## src/rtl/stack_function_pkg.sv

```systemverilog
`default_nettype none
// +--------------------------------------------------------------------+
// | stack_function_pkg: opcodes and FSM encoding for the operand stack |
// | Rev 1.0                                                            |
// +--------------------------------------------------------------------+
package stack_function_pkg;

  localparam logic [2:0] OP_NOP   = 3'd0;
  localparam logic [2:0] OP_PUSH  = 3'd1;
  localparam logic [2:0] OP_POP   = 3'd2;
  localparam logic [2:0] OP_DUP   = 3'd3;
  localparam logic [2:0] OP_SWAP  = 3'd4;
  localparam logic [2:0] OP_ROT3  = 3'd5;
  localparam logic [2:0] OP_CLEAR = 3'd6;

  typedef enum logic [0:0] {
    ST_IDLE   = 1'b0,
    ST_REFILL = 1'b1
  } state_t;

endpackage
`default_nettype wire

```

## src/rtl/stack_ram.sv

```systemverilog
`default_nettype none
// +--------------------------------------------------------------------+
// | stack_ram: spill storage for entries below NOS, registered read    |
// | Rev 1.0                                                            |
// +--------------------------------------------------------------------+
module stack_ram #(
  parameter int DEPTH = 14,
  parameter int WIDTH = 8,
  parameter int AW    = 4
) (
  input  logic             clk,
  input  logic             we,
  input  logic [AW-1:0]    waddr,
  input  logic [WIDTH-1:0] wdata,
  input  logic             re,
  input  logic [AW-1:0]    raddr,
  output logic [WIDTH-1:0] rd_q
);

  logic [WIDTH-1:0] mem [DEPTH];

  // Same-address read during write yields the previous contents.
  always_ff @(posedge clk) begin
    if (we) mem[waddr] <= wdata;
    if (re) rd_q <= mem[raddr];
  end

endmodule
`default_nettype wire

```

## src/rtl/stack_function.sv

```systemverilog
`default_nettype none
// +--------------------------------------------------------------------+
// | stack_function: operand stack, TOS/NOS in registers, rest in RAM   |
// | Rev 1.0                                                            |
// +--------------------------------------------------------------------+
module stack_function #(
  parameter int DATA_WIDTH  = 8,
  parameter int ADDR_WIDTH  = 12,
  parameter int ULA_WIDTH   = 24,
  parameter int STACK_DEPTH = 16,
  parameter int CNT_WIDTH   = 5
) (
  input  logic                  general_clk,
  input  logic                  general_reset,
  input  logic [2:0]            OP_IN,
  input  logic                  OP_VALID,
  output logic                  OP_READY,
  input  logic [ULA_WIDTH-1:0]  PUSH_IN,
  output logic [DATA_WIDTH-1:0] TOS_OUT,
  output logic [DATA_WIDTH-1:0] NOS_OUT,
  output logic [ADDR_WIDTH-1:0] STACK_FUNCTION_OUT,
  output logic [CNT_WIDTH-1:0]  COUNT_OUT,
  output logic                  OVERFLOW_OUT,
  output logic                  UNDERFLOW_OUT
);
  import stack_function_pkg::*;

  localparam int RAM_DEPTH = STACK_DEPTH - 2;
  localparam int RAM_AW    = (RAM_DEPTH > 1) ? $clog2(RAM_DEPTH) : 1;
  localparam logic [CNT_WIDTH-1:0] FULL = CNT_WIDTH'(STACK_DEPTH);

  state_t                state, state_next;
  logic [DATA_WIDTH-1:0] tos, nos, tos_n, nos_n;
  logic [CNT_WIDTH-1:0]  count, count_n;
  logic                  ovf, unf, ovf_n, unf_n;
  logic                  go_refill;
  logic                  ram_we, ram_re;
  logic [RAM_AW-1:0]     ram_waddr, ram_raddr;
  logic [DATA_WIDTH-1:0] ram_wdata, rd_q;

  stack_ram #(.DEPTH(RAM_DEPTH), .WIDTH(DATA_WIDTH), .AW(RAM_AW)) u_ram (
    .clk   (general_clk),
    .we    (ram_we),
    .waddr (ram_waddr),
    .wdata (ram_wdata),
    .re    (ram_re),
    .raddr (ram_raddr),
    .rd_q  (rd_q)
  );

  always_ff @(posedge general_clk or negedge general_reset) begin
    if (!general_reset) state <= ST_IDLE;
    else                state <= state_next;
  end

  always_comb begin
    state_next = state;
    OP_READY   = (state == ST_IDLE);
    case (state)
      ST_IDLE:   if (OP_VALID && go_refill) state_next = ST_REFILL;
      ST_REFILL: state_next = ST_IDLE;
      default:   state_next = ST_IDLE;
    endcase
  end

  always_comb begin
    tos_n     = tos;
    nos_n     = nos;
    count_n   = count;
    ovf_n     = ovf;
    unf_n     = unf;
    go_refill = 1'b0;
    ram_we    = 1'b0;
    ram_re    = 1'b0;
    ram_waddr = RAM_AW'(count - CNT_WIDTH'(2));
    ram_raddr = RAM_AW'(count - CNT_WIDTH'(3));
    ram_wdata = nos;
    if (state == ST_REFILL) begin
      nos_n = rd_q;
    end else if (OP_VALID) begin
      case (OP_IN)
        OP_PUSH, OP_DUP: begin
          if (OP_IN == OP_DUP && count == '0) begin
            unf_n = 1'b1;
          end else if (count == FULL) begin
            ovf_n = 1'b1;
          end else begin
            ram_we  = (count >= CNT_WIDTH'(2));
            nos_n   = tos;
            tos_n   = (OP_IN == OP_DUP) ? tos : PUSH_IN[DATA_WIDTH-1:0];
            count_n = count + CNT_WIDTH'(1);
          end
        end
        OP_POP: begin
          if (count == '0) begin
            unf_n = 1'b1;
          end else begin
            tos_n   = nos;
            count_n = count - CNT_WIDTH'(1);
            if (count >= CNT_WIDTH'(3)) begin
              ram_re    = 1'b1;
              go_refill = 1'b1;
            end
          end
        end
        OP_SWAP: begin
          if (count < CNT_WIDTH'(2)) begin
            unf_n = 1'b1;
          end else begin
            tos_n = nos;
            nos_n = tos;
          end
        end
        OP_ROT3: begin
          // Third entry is read out while old TOS overwrites its slot.
          if (count < CNT_WIDTH'(3)) begin
            unf_n = 1'b1;
          end else begin
            ram_we    = 1'b1;
            ram_waddr = ram_raddr;
            ram_wdata = tos;
            ram_re    = 1'b1;
            tos_n     = nos;
            go_refill = 1'b1;
          end
        end
        OP_CLEAR: begin
          tos_n   = '0;
          nos_n   = '0;
          count_n = '0;
          ovf_n   = 1'b0;
          unf_n   = 1'b0;
        end
        default: ;
      endcase
    end
  end

  always_ff @(posedge general_clk or negedge general_reset) begin
    if (!general_reset) begin
      tos   <= '0;
      nos   <= '0;
      count <= '0;
      ovf   <= 1'b0;
      unf   <= 1'b0;
    end else begin
      tos   <= tos_n;
      nos   <= nos_n;
      count <= count_n;
      ovf   <= ovf_n;
      unf   <= unf_n;
    end
  end

  // Registers beyond the live count may hold stale data, so mask them.
  assign TOS_OUT            = (count != '0) ? tos : '0;
  assign NOS_OUT            = (count >= CNT_WIDTH'(2)) ? nos : '0;
  assign STACK_FUNCTION_OUT = {NOS_OUT[ADDR_WIDTH-DATA_WIDTH-1:0], TOS_OUT};
  assign COUNT_OUT          = count;
  assign OVERFLOW_OUT       = ovf;
  assign UNDERFLOW_OUT      = unf;

endmodule
`default_nettype wire

```

## config.mk

```make
export PLATFORM = sky130hd
export DESIGN_NAME = stack_function
export DESIGN_NICKNAME = d
export VERILOG_FILES = /design/src/rtl/stack_function_pkg.sv /design/src/rtl/stack_ram.sv /design/src/rtl/stack_function.sv
export SDC_FILE = /design/constraint.sdc
export NUM_CORES = 1
export LEC_CHECK = 0
export CORE_ASPECT_RATIO = 1.2
export CORE_MARGIN = 4
export CORE_UTILIZATION = 52
export CTS_CLUSTER_SIZE = 40
export DETAILED_ROUTE_END_ITERATION = 7
export PLACE_DENSITY = 0.77
export SETUP_SLACK_MARGIN = 0.4
export SLEW_MARGIN = 20
export SYNTH_ARGS = -nofsm -noshare
export SYNTH_HDL_FRONTEND = slang
export SYNTH_SLANG_ARGS = --single-unit
```

## constraint.sdc

```tcl
create_clock -name general_clk -period 3.15 [get_ports general_clk]
set_input_delay 0.63 -clock general_clk [delete_from_list [all_inputs] [get_ports general_clk]]
set_output_delay 0.63 -clock general_clk [all_outputs]
set_load 0.1 [all_outputs]
```

==> results.txt <==
Most area-consuming cells after synthesis -> edfxtp_1 (53%), dfrtp_1 (8.8%), mux4_2 (7.9%), mux2_2 (3.0%), nand2_1 (2.9%)
Post-synthesis async set-or-reset flop share -> 0.167
I/O pins -> 66
Top cells by count, synth -> edfxtp_1 (120), nand2_1 (52), dfrtp_1 (24), mux4_2 (24), nor2_1 (23)
Root Buffer Master -> clkbuf_16
Final layout net count -> 594
Seq/Total Area, Yosys -> 0.617
DR top layer -> met4
RSZ-0062 raised after global routing -> true
Count leader, synth -> edfxtp_1
Max-cap violations -> 0
WL met1 -> 6.31 mm
Initial antenna violation count -> 0
Slew of the pin with the lowest slew margin -> 0.658 ns
Post-Synthesis Cells -> 483
R2r endpoint -> u_ram.mem[1][5]
Vias in the first global route -> 4413
Hold Violations, Final -> 0
IO buf count -> 49
Synth area leader -> edfxtp_1
Critical path startpoint category -> primary input
Run status -> completed
Post-synthesis cell area -> 6810 um2
R2R depth -> 11
CP arrival -> 2.83 ns
Worst Hold Class -> reg2reg
DRT Pass-1 Iters -> 5
Fmax -> 371 MHz
Inserted Clock Buffers -> 17
Relative slew slack -> 0.552
Crit end category -> flip-flop
Clock tree sinks -> 144
Syn_nets -> 522
Antenna diode count -> 0
Grt total ovfl -> 0
Fin crit share -> 0.855
Avg Vias per Cell -> 5.98
Max FO, Critical Path -> 8
CTS tree -> done
Reg2Reg Launch Point -> COUNT_OUT[2]
Layout cells sized above 1 -> 0.386
Design area -> 9030 um2
RePlAce Congestion -> 0.888
Clk buf depth -> 2
Core ar. -> 12700 um2
Setup Skew -> 0.0104 ns
FP Rows -> 45
Hpwl dp -> 10.3 mm
Die ar. -> 15000 um2
Area Overhead vs Synth -> 32.5%
Remaining antenna violation count -> 0
H-tree depth -> 4
Via Count -> 4381
Worst EP required -> 3.28 ns
First-pass GRT wire length -> 25.0 mm
Yosys reg bits -> 144
Clock-pin transition on the worst setup and hold timing paths -> 0.06 ns
Critical Setup Path Class -> in2reg
Largest net degree at the start of global routing -> 26
Clk Latency, worst-skew pair -> 0.42 ns
Die X -> 113 um
Number of synthesis warnings -> 0
Starting Density -> 0.535
DRC viols -> 0
Final Critical Period -> 2.69 ns
GR Util All Layers -> 0.218
Ys flop type -> edfxtp_1
Hold Crit Endpoint -> UNDERFLOW_OUT
Count of cell types in the netlist -> 58
Dpl cell area -> 8240 um2
Initial DRC Count -> 388
Cell count of the worst hold path -> 2
Met2 WL post-DR -> 8.07 mm
Wire length on met3 -> 863 um
Top cell type's share of synthesized area -> 0.529
Routed wire length -> 15.8 mm
Mean Syn Cell Area -> 14.1 um2
Die Ht -> 133 um
Slew Limit Fails -> 0
Avg WL per Cell -> 21.6 um
FF-to-FF setup slack -> 0.48 ns
Hold Crit Start -> UNDERFLOW_OUT
Number of flops mapped to enable cells by yosys -> 120
Final setup viols -> 0
## sequential cells by signal (all words and copies together) (netlist names)
| signal | cells |
|---|---|
| u_ram.mem | 112 |
| UNDERFLOW_OUT | 1 |
| tos | 8 |
| nos | 8 |
| OVERFLOW_OUT | 1 |
| u_ram.rd_q | 8 |
| state | 1 |
| COUNT_OUT | 5 |
## logic make-up (layout without fill, tap and decap cells)
group | count (synthesis) | in the layout | share of synthesized area
adders and majority gates | 9 | 9 | 0.0176
and+or+nand+nor | 133 | 133 | 0.0992
xor gates and xnor gates | 4 | 4 | 0.00514
DFF | 144 | 144 | 0.617
AOI/OAI and AO/OA | 84 | 84 | 0.0867
buffers and inverters | 49 | 134 | 0.0389
muxes | 60 | 60 | 0.136
## placed cells by master (no fill, tap or decap), types with 3 or more instances in the layout
cell / instances
edfxtp_1: 120
bufinv_16: 3
and2_2: 4
nor2b_4: 8
mux2i_1: 17
a22oi_1: 16
clkdlybuf4s50_1: 13
o21ai_0: 19
nor2_1: 17
buf_12: 34
mux4_2: 24
mux2_2: 17
a211oi_1: 8
nand2_1: 52
dfrtp_4: 3
nor2_4: 5
clkbuf_1: 3
a21oi_1: 16
buf_6: 7
inv_1: 5
nand2b_1: 6
and2_4: 4
buf_4: 39
clkinvlp_4: 6
nor3_4: 12
dfrtp_1: 19
nor2b_1: 6
clkbuf_16: 17
ha_1: 5
## stage by stage
step / utilization / hold WS, ns / cells / setup WS (ns) / setup TNS, ns
after detailed placement: 0.648 / 0.540 / 688 / -0.0378 / -0.298
after floorplan: - / 0.334 / 483 / 0.0882 / 0
after CTS: 0.703 / 0.554 / 727 / 0.361 / 0
after global placement: 0.648 / 0.519 / 688 / 0.000302 / 0
final: 0.710 / 0.549 / 732 / 0.456 / 0
after global routing: 0.710 / 0.601 / 732 / 0.379 / 0
## per-layer routing
layer / GRT usage / up-vias
met3: 0.0491 / 32
met4: 0.0908 / 0
met1: 0.279 / 2195
met2: 0.361 / 176
li1: - / 1978
met5: 0 / -
## critical path, cell delays in order
cell and delay (ns):
clkdlybuf4s50_1 0.49, or2_2 0.33, a32o_1 0.27, a211oi_2 0.33, buf_4 0.18, a21oi_4 0.05
buf_12 0.17, nor3_4 0.22, buf_12 0.16
## cell type report
cell class / count / area (um2)
clock buffer: 20 / 437
clock inverter: 12 / 160
fill: 800 / 3690
inverter: 9 / 43.8
multi-input combinational: 290 / 2790
sequential: 144 / 4220
tap: 164 / 205
timing repair buffer: 93 / 1180
## worst max path at each step
stage	from	cells past startpoint	endpoint	slack, ns
floorplan	COUNT_OUT[0]	8	TOS_OUT[0]	0.09
global placement	OP_IN[1]	6	u_ram.mem[0][0]	0.0003
detailed placement	OP_IN[1]	6	u_ram.mem[0][6]	-0.04
CTS	COUNT_OUT[1]	10	u_ram.mem[11][2]	0.36
global route	COUNT_OUT[2]	10	u_ram.mem[11][2]	0.38
finish	OP_IN[1]	9	u_ram.mem[1][5]	0.46
## timing repair
item / in CTS / in global routing
pin swaps: 3 / 2
endpoints found under the hold margin: 0 / 0
gates resized for setup: 6 / 11
hold buffers: 0 / 0
endpoints found under the setup margin: 140 / 136
buffers inserted: 7 / 5
Power is left out: the tool's default activity adds up to more than one toggle a clock period on the data nets, which glitch-free logic cannot reach.
